--- src/rtl/wave_sequencer.sv ---
`default_nettype none
// =============================================================================
// Module   : wave_sequencer
// Brief    : Plays an 8-entry programmable table of {wave, freq, duration}
//            steps to a waveform generator, paced by a prescaler tick.
// Revision : 1.0
// =============================================================================
module wave_sequencer (
   input  logic        clk,
   input  logic        rst,
   input  logic        i_tick,
   input  logic        i_start,
   input  logic        i_stop,
   input  logic        i_loop_en,
   input  logic [2:0]  i_last_idx,
   input  logic        i_prog_we,
   input  logic [2:0]  i_prog_addr,
   input  logic [15:0] i_prog_data,
   output logic [1:0]  o_wave_sel,
   output logic [5:0]  o_freq_sel,
   output logic        o_cfg_valid,
   output logic        o_wave_en,
   output logic [2:0]  o_step_idx,
   output logic        o_busy,
   output logic        o_done
);

   typedef enum logic [1:0] {
      S_IDLE = 2'd0,
      S_LOAD = 2'd1,
      S_RUN  = 2'd2
   } state_t;

   state_t      r_state, w_state_nxt;
   logic [15:0] r_table [8];
   logic [2:0]  r_step, w_step_nxt;
   logic [1:0]  r_wave, w_wave_nxt;
   logic [5:0]  r_freq, w_freq_nxt;
   logic [7:0]  r_dur, w_dur_nxt;
   logic [7:0]  r_cnt, w_cnt_nxt;
   logic        r_cfg, w_cfg_nxt;
   logic        r_en, w_en_nxt;
   logic        r_done, w_done_nxt;

   logic [15:0] w_entry;
   logic [7:0]  w_cnt_inc;
   logic        w_entry_end;
   logic        w_is_last;

   assign w_entry     = r_table[r_step];
   assign w_cnt_inc   = r_cnt + 8'd1;
   // 8-bit wrap makes a stored duration of 0 end after 256 ticks
   assign w_entry_end = i_tick && (w_cnt_inc == r_dur);
   assign w_is_last   = (r_step >= i_last_idx);

   always_comb begin
      w_state_nxt = r_state;
      w_step_nxt  = r_step;
      w_wave_nxt  = r_wave;
      w_freq_nxt  = r_freq;
      w_dur_nxt   = r_dur;
      w_cnt_nxt   = r_cnt;
      w_en_nxt    = r_en;
      w_cfg_nxt   = 1'b0;
      w_done_nxt  = 1'b0;
      case (r_state)
         S_IDLE: begin
            if (i_start && !i_stop) begin
               w_step_nxt  = 3'd0;
               w_state_nxt = S_LOAD;
            end
         end
         S_LOAD: begin
            if (i_stop) begin
               w_en_nxt    = 1'b0;
               w_state_nxt = S_IDLE;
            end else begin
               w_wave_nxt  = w_entry[15:14];
               w_freq_nxt  = w_entry[13:8];
               w_dur_nxt   = w_entry[7:0];
               w_cnt_nxt   = 8'd0;
               w_cfg_nxt   = 1'b1;
               w_en_nxt    = 1'b1;
               w_state_nxt = S_RUN;
            end
         end
         S_RUN: begin
            if (i_stop) begin
               w_en_nxt    = 1'b0;
               w_state_nxt = S_IDLE;
            end else if (i_tick) begin
               w_cnt_nxt = w_cnt_inc;
               if (w_entry_end) begin
                  if (!w_is_last) begin
                     w_step_nxt  = r_step + 3'd1;
                     w_state_nxt = S_LOAD;
                  end else if (i_loop_en) begin
                     w_step_nxt  = 3'd0;
                     w_state_nxt = S_LOAD;
                  end else begin
                     w_done_nxt  = 1'b1;
                     w_en_nxt    = 1'b0;
                     w_state_nxt = S_IDLE;
                  end
               end
            end
         end
         default: begin
            w_state_nxt = S_IDLE;
         end
      endcase
   end

   always_ff @(posedge clk) begin
      if (rst) begin
         r_state <= S_IDLE;
         r_step  <= 3'd0;
         r_wave  <= 2'd0;
         r_freq  <= 6'd0;
         r_dur   <= 8'd0;
         r_cnt   <= 8'd0;
         r_cfg   <= 1'b0;
         r_en    <= 1'b0;
         r_done  <= 1'b0;
      end else begin
         r_state <= w_state_nxt;
         r_step  <= w_step_nxt;
         r_wave  <= w_wave_nxt;
         r_freq  <= w_freq_nxt;
         r_dur   <= w_dur_nxt;
         r_cnt   <= w_cnt_nxt;
         r_cfg   <= w_cfg_nxt;
         r_en    <= w_en_nxt;
         r_done  <= w_done_nxt;
      end
   end

   // Applied entry lives in r_wave/r_freq/r_dur, so table writes only affect later loads
   always_ff @(posedge clk) begin
      if (rst) begin
         for (int i = 0; i < 8; i++) begin
            r_table[i] <= 16'd0;
         end
      end else if (i_prog_we) begin
         r_table[i_prog_addr] <= i_prog_data;
      end
   end

   assign o_wave_sel  = r_wave;
   assign o_freq_sel  = r_freq;
   assign o_cfg_valid = r_cfg;
   assign o_wave_en   = r_en;
   assign o_step_idx  = r_step;
   assign o_busy      = (r_state != S_IDLE);
   assign o_done      = r_done;

endmodule
`default_nettype wire
--- config.mk ---
export PLATFORM = sky130hd
export DESIGN_NAME = wave_sequencer
export DESIGN_NICKNAME = d
export VERILOG_FILES = /design/src/rtl/wave_sequencer.sv
export SDC_FILE = /design/constraint.sdc
export NUM_CORES = 1
export LEC_CHECK = 0
export BUFFER_PORTS_ARGS = -buffer_cell sky130_fd_sc_hd__clkbuf_2
export CORE_ASPECT_RATIO = 1.4
export CORE_MARGIN = 2
export CORE_UTILIZATION = 50
export CTS_BUF_LIST = sky130_fd_sc_hd__clkbuf_8
export DETAILED_ROUTE_END_ITERATION = 12
export PLACE_DENSITY = 0.68
export REMOVE_ABC_BUFFERS = 1
export SYNTH_ARGS = -nofsm -noshare
export SYNTH_HDL_FRONTEND = slang
export SYNTH_SLANG_ARGS = --single-unit
--- constraint.sdc ---
create_clock -name clk -period 2.6 [get_ports clk]
set_clock_uncertainty 0.15 [all_clocks]
set_input_delay 0.39 -clock clk [delete_from_list [all_inputs] [get_ports clk]]
set_output_delay 0.39 -clock clk [all_outputs]
set_load 0.005 [all_outputs]
After elaboration in Yosys (flattened, before gate mapping)
Memories as Yosys holds them, arrays and structs flattened. A register that Yosys moved wholly into a read port is not among the register bits.
Cells that the tools add are included.
{"block": "totals", "regBits": 16, "ram_bits": 128, "out_inout_bits": 15, "n_memories": 1}
{"block": "op_classes", "n_mux": 35, "n_reduce_logical": 15, "bitwise": 6, "n_eq_ne": 13, "n_addsub": 2, "magnitude_cmp": 1}
{"name": "r_table", "words": 8, "word_bits": 16, "rd": 1, "rd_ports_with_merged_regs": 1, "wr": 8, "line": "35", "text": "logic [15:0] r_table [8];"}
{"operator": "$mux 8", "n": 3}
{"operator": "$mux 3", "n": 7}
{"operator": "$mux 16", "n": 1}
{"operator": "$pmux 8 s2", "n": 1}
{"operator": "$reduce_or 16->1", "n": 1}
{"operator": "$mux 1", "n": 15}
{"operator": "$ne 3x3->1 const B", "n": 5}
{"operator": "$mux 2", "n": 5}
{"operator": "$ne 2x2->1 const B", "n": 5}
{"operator": "$add 8x1->8 const B", "n": 1}
{"operator": "$eq 8x8->1", "n": 1}
{"operator": "$not 1->1", "n": 6}
{"operator": "$pmux 2 s3", "n": 1}
{"operator": "$pmux 3 s2", "n": 1}
{"operator": "$reduce_and 6->1", "n": 1}
{"operator": "$reduce_bool 2->1", "n": 3}
{"operator": "$reduce_or 6->1", "n": 1}
{"operator": "$reduce_and 5->1", "n": 1}
{"operator": "$reduce_and 4->1", "n": 1}
{"operator": "$add 3x1->3 const B", "n": 1}
{"operator": "$ge 3x3->1", "n": 1}
{"operator": "$reduce_and 3->1", "n": 1}
{"operator": "$eq 2x1->1 const B", "n": 1}
{"operator": "$eq 2x2->1 const B", "n": 1}
{"operator": "6 further kinds", "n": 7}

Logic depth before layout (Yosys ltp)
{"block": "depth", "word_depth": 7, "depth_mapped": 10, "depth_no_buf": 8}

Worst setup path after synthesis
No wires, ideal clock.
{"block": "synth_timing", "kind": "input-to-reg", "start": "in rst", "end": "mem r_table[7][0] (enable)", "setup_time_ns": 0.411, "path_stages": 5, "setup_slack_ns": -0.253, "arrival_ns": 2.291, "t_required_ns": 2.039, "cell_sequence": "clkbuf_1 inv_1 clkbuf_1 nand3_1 o21ai_0"}
{"element": "from (decl)", "line": "10", "text": "input logic rst,"}
{"element": "to (decl)", "line": "35"}

Final worst setup path
{"block": "layout_timing", "start": "reg r_cnt[1]", "end": "reg r_state[0]"}
{"block": "layout_between", "elab_chain_len": 5}
{"element": "from (decl)", "line": "40", "text": "logic [7:0] r_cnt, w_cnt_nxt;"}
{"element": "from (signal assigned)", "line": "131", "text": "r_cnt <= w_cnt_nxt;"}
{"element": "$add 8x1->8", "line": "51", "text": "assign w_cnt_inc = r_cnt + 8'd1;"}
{"element": "$eq 8x8->1", "line": "53", "text": "assign w_entry_end = i_tick && (w_cnt_inc == r_dur);"}
{"element": "$logic_and 1x1->1", "line": "53"}
{"element": "$ne 3x3->1 (no source line)"}
{"element": "$reduce_and 3->1 (no source line)"}
{"element": "to (signal assigned)", "line": "126", "text": "r_state <= w_state_nxt;"}
{"element": "to (decl)", "line": "34", "text": "state_t r_state, w_state_nxt;"}
No other way between the ends.
A chain may end at the register's enable or synchronous reset.

==> run summary <==
Of the total synthesized cell area, the portion taken by AND, OR, NAND and NOR gates is 0.1935. The count of input and output buffers came out at 43. Of the post-synthesis cell area, the dominant cell type holds 0.5169.

The post-placement worst setup slack came out at 138.1 ps. The via count of the routed design came out at 4758. Clock latency on the worst-skew pair, taken at its later pin, is 460 ps. By startpoint and endpoint, the worst setup path is classified as reg2reg. The aggregate global routing overflow is 0. The commonest cells after synthesis are 128 x and2_1, 128 x edfxtp_1, 52 x nand2_1. TritonCTS built the clock tree. Of all cell types, the one taking the most synthesized area is edfxtp_1.

The total negative slack came out at 0 ps. The overall die height came out at 148.3 µm. The fill cell total of the finished layout came out at 1157. The share of the clock period used by the worst path came out at 0.9335. Hold repair after CTS inserted 0 buffers. The core area came out at 14510 µm². The antenna diode count is 0. The detail-routed via count per cell came out at 5.678. The post-synthesis mux area share is 0.09692.

The final-report hold violation count is 0. Summing all flip-flop and latch instances after layout gives 4486 µm². Counting stages on the worst path, the most repeated cell is a2111oi_2.

The detailed-router iteration count before antenna repair came out at 5. The global-route total usage across every layer came out at 0.2290. The count of antenna-violating nets left after detailed routing is 0.

By area the synthesized netlist is led by edfxtp_1 52%, and2_1 11%, mux4_2 9.7%. The slowest stage of the critical path is the dfxtp_1 cell. The final worst-path setup slack is 172.8 ps.

The clock-pin slew of the registers on the worst-case setup and hold paths came out at 90 ps. The average footprint of a synthesized cell is 12.82 µm². The critical path arrival came out at 2630 ps.

Data on the critical path is required at its endpoint by 2800 ps. The pin count of the biggest net entering global routing is 37. The count of synthesis-stage warnings from yosys is 0. After detailed routing, the total wire length is 17.08 mm. The worst supply voltage drop on vdd is 337.0 µV. In this run the worst hold path is classified as in2reg. The first-pass GRT wire length is 26.63 mm. The count of H-tree levels built during CTS is 4. Of the total synthesized cell area, the portion taken by full adders, half adders and majority gates is 0.008413. Dividing total power by cell area gives a power density of 611.2 nW/µm². The worst setup path is launched from a flop. The maximum cell stage delay along the critical path is 420 ps. The sum of net half-perimeters after detailed placement is 10.71 mm. At the end of the flow the core is filled with cells to 0.5795.

The clock net sink count came out at 160. The number of instances in the synthesized netlist is 580. Summed over all cells, the static leakage comes to 0.002979 µW.

The placement row count came out at 52. The maximum fanout along the worst path came out at 6. The dominant synthesized flop cell is edfxtp_1. The count of routing violations after the opening detailed-route iteration is 318.

The relative max-transition margin came out at 0.2808. The proportion of layout cells with a drive suffix above 1 came out at 0.2450. The die covers 15880 µm². CTS placed an instance of clkbuf_8 at the clock tree root. The clock period could shrink to 2427 ps. The longest clock path from root to sink contains 2 buffers.

The slew at the pin closest to its max-slew limit is 1075 ps. The cell area after technology mapping came out at 7436 µm². After synthesis, the largest family of logic cells by area is simple AND/OR/NAND/NOR gates. The flow ran to the end, and the final reports show no timing, DRC or antenna violations.

The final number of setup-violating endpoints is 0. The count of unresolved DRC violations after routing came out at 0. The share of synthesized area occupied by flip-flops and latches came out at 0.6031. Setup repair after global routing left no endpoint under its margin. The signal on the critical path passes through ha_1 > xor2_1 > a2111oi_2 > nand3_1 > nor4_4 > nand4_1 > a2111oi_2.

The number of clock buffers added by TritonCTS is 17. The area used by multi-input combinational logic came out at 2805 µm². Of the total synthesized cell area, the portion taken by XOR and XNOR cells is 0.007067.

The effective utilization at floorplan came out at 0.5125. In the final design database the tool counted 670 nets. The layout overhead on the synthesized area is 13.07%. In the synthesized netlist the async set-or-reset flop fraction comes to 0. The final count of pins violating max slew came to 0. The synthesized-area fraction occupied by ao, oa, aoi and oai cells is 0.06596.

The initial antenna violation count came out at 0. The number of distinct library cells after synthesis came out at 48. Yosys mapped a number of flops with a built-in enable equal to 128. After synthesis the netlist holds a flip-flop and latch count of 160.

The average routed wire per standard cell came out at 20.38 µm. STA classifies the critical path endpoint as a flop. The number of placed I/O pins came out at 44.

The die is 107.1 µm wide. At the end of routability-driven placement, the weighted congestion stood at 0.8312. The upper clock frequency limit is 412.0 MHz.

The via count of the first global-routing pass came out at 4896. The count of max-cap constraint violations came out at 0.
[flip-flops by register name, summed over array words and instances, names as in the netlist]
signal,count
o_wave_en,1
o_wave_sel,2
r_state,2
o_done,1
r_cnt,8
r_table,128
r_dur,8
o_step_idx,3
o_freq_sel,6
o_cfg_valid,1
[what timing repair did]
item / 4_1_cts / 5_1_grt
resized for setup: 0 / 1
setup buffers: 0 / 1
endpoints found under the setup margin: 0 / 1
[critical path: cells and delay by family, from the launching register on]
family / cells / cell delay (ps)
AO/OA/AOI/OAI: 2 / 700
XOR/XNOR: 1 / 170
adder cells (fa/ha/maj): 1 / 290
flip-flops: 1 / 420
AND/OR/NAND/NOR: 3 / 590
[stage by stage]
step	total power, µW	cell area, µm²	std cells	hold WS (ps)
4_1_cts	5162	8396	837	67.44
3_5_place_dp	3313	7993	805	354.1
6_report	5139	8408	838	85.89
5_1_grt	5317	8408	838	71.19
3_3_place_gp	3291	7993	805	347.2
2_1_floorplan	3147	7279	543	308.9
[layout make-up]
class,instances,share of cell area
multi-input cells,375,0.3336
clock inverters,15,0.02009
inverters,8,0.003571
well taps,189,0.02813
repair buffers,74,0.05327
flip-flops and latches,160,0.5335
clock buffers,17,0.02783
[logic make-up after synthesis]
logic type / after synthesis
mux: 32
compound gates: 68
fa+ha+maj: 5
xor+xnor: 6
flops: 160
buf+inv: 45
simple gates: 264
[final timing paths]
kind	cells past startpoint	start	slack, ps	to
setup / recovery	7	r_cnt[1]	170	r_state[0]
setup reg to reg	7	r_cnt[1]	170	r_state[0]
hold / removal	3	i_start	90	r_state[0]
hold reg to reg	2	o_freq_sel[4]	360	o_freq_sel[4]
[routing by layer]
| layer | up-vias | track usage | wire, µm |
|---|---|---|---|
| met5 | - | 0 | 0 |
| met4 | 0 | 0.07597 | 284 |
| met3 | 22 | 0.04557 | 689 |
| met2 | 127 | 0.4180 | 9514 |
| met1 | 2375 | 0.2671 | 6594 |
| li1 | 2234 | - | - |
[power breakdown]
| group | total [µW] | leakage [µW] | switching [µW] | internal [µW] |
|---|---|---|---|---|
| combinational | 312 | 0.00128 | 185 | 126 |
| clock | 1890 | 0.000209 | 1000 | 883 |
| sequential | 2940 | 0.00149 | 45.4 | 2900 |
[layout by cell type (no fill, tap or decap), types with 4 or more instances in the layout]
cell / count
a21oi_1: 15
a311oi_1: 17
a31oi_1: 4
and2_1: 128
buf_4: 31
clkbuf_2: 43
clkbuf_8: 17
dfxtp_1: 31
edfxtp_1: 128
ha_1: 5
inv_1: 7
inv_6: 8
mux4_2: 32
nand2_1: 52
nand2b_1: 6
nand3_1: 5
nand4_1: 5
nor2_1: 37
nor2b_1: 6
nor3_1: 7
o21ai_0: 8
o21ai_2: 6
xnor2_1: 5
(Power assumes the default switching activity.)
